--- src/rtl/frame_stuffer_tx.sv ---
// frame_stuffer_tx: serializes one latched parallel frame byte by byte,
// escapes flag/escape bytes and wraps the stream in FRAME_START/FRAME_END.
module frame_stuffer_tx #(
    parameter int DATA_SIZE       = 64,
    parameter int PREAMBLE_SIZE   = 7,
    parameter int CRC_SIZE        = 4,
    parameter logic [7:0] FRAME_START = 8'h06,
    parameter logic [7:0] FRAME_END   = 8'h07,
    parameter logic [7:0] ESC_VAL     = 8'h14,
    parameter logic [7:0] ESC_XOR     = 8'h20,
    localparam int FRAME_BYTES    = PREAMBLE_SIZE + DATA_SIZE + CRC_SIZE,
    localparam int FRAME_SIZE     = FRAME_BYTES * 8 - 1
) (
    input  logic                clk,
    input  logic                rst,
    input  logic [0:FRAME_SIZE] fin,
    input  logic                fin_valid,
    output logic                busy,
    output logic [7:0]          tx_byte,
    output logic                tx_valid,
    input  logic                tx_ready,
    output logic                done,
    output logic                drop
);

    localparam int IDX_W = $clog2(FRAME_BYTES);
    localparam logic [IDX_W-1:0] LAST_IDX = IDX_W'(FRAME_BYTES - 1);

    typedef enum logic [2:0] {
        IDLE,
        START,
        BODY,
        ESC2,
        END
    } state_t;

    state_t             state_q, state_n;
    logic [IDX_W-1:0]   idx_q, idx_n;
    logic [0:FRAME_SIZE] frame_q, frame_n;
    logic [7:0]         tx_byte_q, tx_byte_n;
    logic               tx_valid_q, tx_valid_n;
    logic               done_q, done_n;
    logic               drop_q, drop_n;
    logic               accept;
    logic               advance;
    logic [7:0]         cur_byte;
    logic [7:0]         nxt_byte;

    // Bytes that collide with the framing alphabet must be escaped.
    function automatic logic is_special(input logic [7:0] b);
        return (b == FRAME_START) || (b == FRAME_END) || (b == ESC_VAL);
    endfunction

    // The holding register shifts left one byte per advance, so the
    // byte at idx always sits in the top byte lane.
    assign cur_byte = frame_q[0:7];
    assign nxt_byte = frame_q[8:15];
    assign accept   = tx_valid_q && tx_ready;

    assign busy     = (state_q != IDLE);
    assign tx_byte  = tx_byte_q;
    assign tx_valid = tx_valid_q;
    assign done     = done_q;
    assign drop     = drop_q;

    // State register; every output is registered so tx_byte holds while stalled.
    always_ff @(posedge clk or posedge rst) begin
        if (rst) begin
            state_q    <= IDLE;
            idx_q      <= '0;
            frame_q    <= '0;
            tx_byte_q  <= 8'h00;
            tx_valid_q <= 1'b0;
            done_q     <= 1'b0;
            drop_q     <= 1'b0;
        end else begin
            state_q    <= state_n;
            idx_q      <= idx_n;
            frame_q    <= frame_n;
            tx_byte_q  <= tx_byte_n;
            tx_valid_q <= tx_valid_n;
            done_q     <= done_n;
            drop_q     <= drop_n;
        end
    end

    // Next-state logic: on each accepted byte, load the following byte so
    // the stream runs one byte per clock with no bubble.
    always_comb begin
        state_n    = state_q;
        idx_n      = idx_q;
        frame_n    = frame_q;
        tx_byte_n  = tx_byte_q;
        tx_valid_n = tx_valid_q;
        done_n     = 1'b0;
        drop_n     = 1'b0;
        advance    = 1'b0;

        case (state_q)
            IDLE: begin
                tx_valid_n = 1'b0;
                if (fin_valid) begin
                    frame_n    = fin;
                    idx_n      = '0;
                    state_n    = START;
                    tx_byte_n  = FRAME_START;
                    tx_valid_n = 1'b1;
                end
            end
            START: begin
                if (accept) begin
                    state_n   = BODY;
                    tx_byte_n = is_special(cur_byte) ? ESC_VAL : cur_byte;
                end
            end
            BODY: begin
                if (accept) begin
                    if (is_special(cur_byte)) begin
                        state_n   = ESC2;
                        tx_byte_n = cur_byte ^ ESC_XOR;
                    end else begin
                        advance = 1'b1;
                    end
                end
            end
            ESC2: begin
                if (accept) begin
                    advance = 1'b1;
                end
            end
            END: begin
                if (accept) begin
                    state_n    = IDLE;
                    tx_valid_n = 1'b0;
                    done_n     = 1'b1;
                end
            end
            default: begin
                state_n    = IDLE;
                tx_valid_n = 1'b0;
            end
        endcase

        if (advance) begin
            if (idx_q == LAST_IDX) begin
                state_n   = END;
                tx_byte_n = FRAME_END;
            end else begin
                state_n   = BODY;
                idx_n     = idx_q + IDX_W'(1);
                frame_n   = {frame_q[8:FRAME_SIZE], 8'h00};
                tx_byte_n = is_special(nxt_byte) ? ESC_VAL : nxt_byte;
            end
        end

        if (fin_valid && (state_q != IDLE)) begin
            drop_n = 1'b1;
        end
    end

endmodule

--- config.mk ---
export PLATFORM = sky130hd
export DESIGN_NAME = frame_stuffer_tx
export DESIGN_NICKNAME = d
export VERILOG_FILES = /design/src/rtl/frame_stuffer_tx.sv
export SDC_FILE = /design/constraint.sdc
export NUM_CORES = 2
export LEC_CHECK = 0
export ABC_AREA = 0
export CORE_MARGIN = 4
export CORE_UTILIZATION = 46
export CTS_CLUSTER_SIZE = 14
export DETAILED_ROUTE_END_ITERATION = 7
export PLACE_DENSITY = 0.75
export SYNTH_ARGS = -nofsm -noshare
export SYNTH_HDL_FRONTEND = slang
export SYNTH_SLANG_ARGS = --single-unit
--- constraint.sdc ---
create_clock -name clk -period 45.3 [get_ports clk]
set_input_delay 6.795 -clock clk [delete_from_list [all_inputs] [get_ports clk]]
set_output_delay 6.795 -clock clk [all_outputs]
set_load 0.01 [all_outputs]
==> impl_metrics.xml <==
<?xml version="1.0" encoding="UTF-8"?>
<metrics>
  <group name="clocking">
    <metric name="post_cts.repair.setup_buffers" unit="">0</metric>
    <metric name="cts-buffers-inserted" unit="">69</metric>
    <metric name="path_clk_slew" unit="ps">60</metric>
    <metric name="hold_buffers" unit="">0</metric>
    <metric name="clock_path_buffers" unit="">3</metric>
    <metric name="clkSinkCount" unit="">621</metric>
    <metric name="clk-insertion-delay-late" unit="ps">600</metric>
    <metric name="cts_htree_levels" unit="">3</metric>
    <metric name="post_cts_resized" unit="">0</metric>
    <metric name="tritoncts" unit="">yes</metric>
    <metric name="cts_root_buf" unit="">sky130_fd_sc_hd__clkbuf_16</metric>
  </group>
  <group name="grt">
    <metric name="grt_start_max_net_pins" unit="">252</metric>
    <metric name="gr-total-overflow" unit="">0</metric>
    <metric name="grt_antenna_before_repair" unit="">54</metric>
    <metric name="first_global_vias" unit="">24601</metric>
    <metric name="wire_length_of_the_first_global_routing_pass" unit="mm">138</metric>
    <metric name="grtUsageTotal" unit="%">25.3</metric>
  </group>
  <group name="place">
    <metric name="place_congestion" unit="">0.878</metric>
    <metric name="pre_cts_ws" unit="ps">33630</metric>
    <metric name="placement.io_buffers" unit="">615</metric>
    <metric name="final_hpwl_from_detailed_placement" unit="mm">59.1</metric>
  </group>
  <group name="critical_path">
    <metric name="required" unit="ps">45710</metric>
    <metric name="r2r_start" unit="">frame_q[3]$_DFF_PP0_</metric>
    <metric name="worst_setup_path_startpoint" unit="">fin_valid</metric>
    <metric name="crit_path_end_kind" unit="">flip-flop</metric>
    <metric name="startpoint_type" unit="">primary input</metric>
    <metric name="critical_path_peak_fanout" unit="">141</metric>
    <metric name="worst-setup-path-type" unit="">in2reg</metric>
    <metric name="arrival_worst_endpoint" unit="ps">11610</metric>
  </group>
  <group name="detailed_routing">
    <metric name="avgRoutedWirePerCell" unit="µm">21.6</metric>
    <metric name="drt_wl_total" unit="mm">90.5</metric>
    <metric name="via_count" unit="">24115</metric>
    <metric name="drt.antenna.violating_nets" unit="">0</metric>
    <metric name="dr.first_iter.drc_count" unit="">2488</metric>
    <metric name="detail_route.drc_violations" unit="">0</metric>
    <metric name="drt-pass1-iter-count" unit="">7</metric>
    <metric name="routed_via_density" unit="">5.75</metric>
  </group>
  <group name="sta">
    <metric name="rsz0062_at_grt" unit="">no</metric>
    <metric name="maxSlewHeadroom" unit="%">21.2</metric>
    <metric name="finalHoldViolations" unit="">0</metric>
    <metric name="final-max-slew-violation-count" unit="">0</metric>
    <metric name="finalCriticalPeriod" unit="ps">11200</metric>
    <metric name="setup_slack" unit="ps">34100</metric>
    <metric name="setup_total_negative_slack" unit="ps">0</metric>
    <metric name="worst_clock_skew" unit="ps">25.1</metric>
    <metric name="max_slew.worst_pin.slew" unit="ps">1180</metric>
    <metric name="setup_violations" unit="">0</metric>
    <metric name="fmaxAchievable" unit="MHz">89.3</metric>
    <metric name="final_critical_path_share_of_the_clock_period" unit="%">24.7</metric>
  </group>
  <group name="yosys">
    <metric name="syn-mean-instance-area" unit="µm²">10.5</metric>
    <metric name="synth_sequential_area_ratio" unit="%">52.7</metric>
    <metric name="dominantRegCellSynth" unit="">sky130_fd_sc_hd__dfrtp_1</metric>
    <metric name="syn_nets" unit="">3418</metric>
    <metric name="synthCells" unit="">2812</metric>
    <metric name="synth.lib_cells_used.distinct" unit="">52</metric>
    <metric name="ys_ff_latch" unit="">621</metric>
    <metric name="mappedNetlistArea" unit="µm²">29500</metric>
    <metric name="asyncSetResetFlopFracSynth" unit="%">100</metric>
    <metric name="edff_count_synth" unit="">0</metric>
    <metric name="yosysWarningCount" unit="">0</metric>
  </group>
  <group name="die">
    <metric name="core_area" unit="µm²">63200</metric>
    <metric name="ios" unit="">616</metric>
    <metric name="floorplan.rows" unit="">92</metric>
    <metric name="die-height" unit="µm">261</metric>
    <metric name="die-width" unit="µm">261</metric>
    <metric name="floorplan.die_area" unit="µm²">68200</metric>
    <metric name="starting_utilization_of_the_core_area" unit="%">46.6</metric>
  </group>
  <group name="run">
    <metric name="maxCapViolCount" unit="">0</metric>
  </group>
  <group name="run_status">
    <metric name="outcome" unit="">completed</metric>
  </group>
  <group name="power_and_ir_drop">
    <metric name="p_leak" unit="nW">14.1</metric>
    <metric name="power_density" unit="nW/µm²">56.3</metric>
    <metric name="ir_drop" unit="mV">0.0321</metric>
  </group>
  <group name="layout">
    <metric name="post_route_cells_drive_above_1_share" unit="%">4.25</metric>
    <metric name="commonest_cells_after_routing_fill_and_taps_aside" unit="">sky130_fd_sc_hd__dfrtp_1 (621), sky130_fd_sc_hd__clkdlybuf4s50_1 (615), sky130_fd_sc_hd__nand3_1 (602)</metric>
    <metric name="flow.area_growth_from_synthesis" unit="%">29.4</metric>
    <metric name="mostFrequentLayoutCell" unit="">sky130_fd_sc_hd__dfrtp_1</metric>
    <metric name="nNetsFinal" unit="">3857</metric>
  </group>
  <group name="hold_path">
    <metric name="worst_hold_path_type" unit="">reg2reg</metric>
    <metric name="hold_path_startpoint" unit="">frame_q[236]$_DFF_PP0_</metric>
  </group>
</metrics>
[state kept, by name, indices dropped and copies added (netlist names)]
register	flops
state_q	3
tx_valid	1
frame_q	600
tx_byte	8
drop	1
idx_q	7
done	1
[where the power goes]
part | switching, mW | internal (mW)
combinational | 0.346 | 0.284
sequential | 0.153 | 0.816
clock | 0.228 | 0.319
[worst max-delay path, cell delays in order]
cell	delay [ps]
sky130_fd_sc_hd__clkdlybuf4s50_1	530
sky130_fd_sc_hd__nand2b_1	110
sky130_fd_sc_hd__nor3_2	110
sky130_fd_sc_hd__buf_4	790
sky130_fd_sc_hd__buf_4	850
sky130_fd_sc_hd__buf_4	960
sky130_fd_sc_hd__buf_12	750
sky130_fd_sc_hd__mux2i_1	270
sky130_fd_sc_hd__o21ai_0	120
[worst paths after layout]
kind	depth (start not counted)	slack, ps	end
min in group asynchronous	2	6750	frame_q[530]$_DFF_PP0_
hold reg to reg	2	490	frame_q[228]$_DFF_PP0_
setup reg to reg	7	39980	frame_q[270]$_DFF_PP0_
setup / recovery	9	34100	frame_q[320]$_DFF_PP0_
hold / removal	2	490	frame_q[228]$_DFF_PP0_
max in group asynchronous	4	35990	frame_q[167]$_DFF_PP0_
[per-stage QoR]
step	utilization (%)	std cells	cell area, µm²	hold WS [ps]	total power, mW
after floorplan	-	2812	29500	467	1.39
final	60.3	4194	38100	486	2.15
after global routing	60.3	4183	38100	514	2.29
after detailed placement	56.6	4026	35800	486	1.60
after global placement	56.6	4026	35800	475	1.56
after CTS	60.1	4141	38000	497	2.16
[cells in the mapped netlist (2+ instances only)]
cell type                   count  share of area (%)
sky130_fd_sc_hd__a21o_1         3              0.076
sky130_fd_sc_hd__a21oi_1       12               0.20
sky130_fd_sc_hd__a22o_1         2              0.059
sky130_fd_sc_hd__a31oi_1        4              0.085
sky130_fd_sc_hd__and2_1         2              0.042
sky130_fd_sc_hd__and3_1         2              0.042
sky130_fd_sc_hd__buf_1         24               0.31
sky130_fd_sc_hd__buf_2        121                2.1
sky130_fd_sc_hd__clkbuf_1     119                1.5
sky130_fd_sc_hd__clkbuf_2       8               0.14
sky130_fd_sc_hd__dfrtp_1      621                 53
sky130_fd_sc_hd__ha_1           2              0.085
sky130_fd_sc_hd__inv_1          7              0.089
sky130_fd_sc_hd__mux2i_1      597                 20
sky130_fd_sc_hd__nand2_1       34               0.43
sky130_fd_sc_hd__nand3_1      602                 10
sky130_fd_sc_hd__nand3b_1       3              0.076
sky130_fd_sc_hd__nor2_1         8               0.10
sky130_fd_sc_hd__nor2b_1        4              0.085
sky130_fd_sc_hd__nor3_1         2              0.034
sky130_fd_sc_hd__nor3b_1        2              0.051
sky130_fd_sc_hd__nor4b_1        2              0.059
sky130_fd_sc_hd__nor4bb_1       2              0.068
sky130_fd_sc_hd__o2111ai_1      2              0.059
sky130_fd_sc_hd__o211a_1        3               0.10
sky130_fd_sc_hd__o211ai_1       4               0.10
sky130_fd_sc_hd__o21a_1         2              0.051
sky130_fd_sc_hd__o21ai_0      506                8.6
sky130_fd_sc_hd__o21ai_1       88                1.5
sky130_fd_sc_hd__o221a_2        2              0.076
[area by class of cell]
| type | count | area (µm²) |
|---|---|---|
| Antenna cell | 53 | 133 |
| Clock buffer | 99 | 2040 |
| Clock inverter | 16 | 138 |
| Fill cell | 5088 | 25100 |
| Inverter | 7 | 33.8 |
| Multi-Input combinational cell | 1911 | 12700 |
| Sequential cell | 621 | 15500 |
| Tap cell | 846 | 1060 |
| Timing Repair Buffer | 641 | 6430 |
[logic make-up after synthesis]
family | synth area share (%)
adders and majority gates | 0.119
and+or+nand+nor | 11.4
DFF | 52.7
AOI/OAI and AO/OA | 11.3
muxes | 20.3
buffers and inverters | 4.13
[per-layer routing]
layer / vias to the layer above / track usage [%] / part of all wire [%]
met3: 195 / 6.87 / 7.2
li1: 11139 / - / -
met5: - / 0 / 0.15
met2: 805 / 39.6 / 49
met4: 22 / 12.8 / 3.7
met1: 11954 / 32.6 / 40
Note: power is estimated with default switching activity, not from simulation.
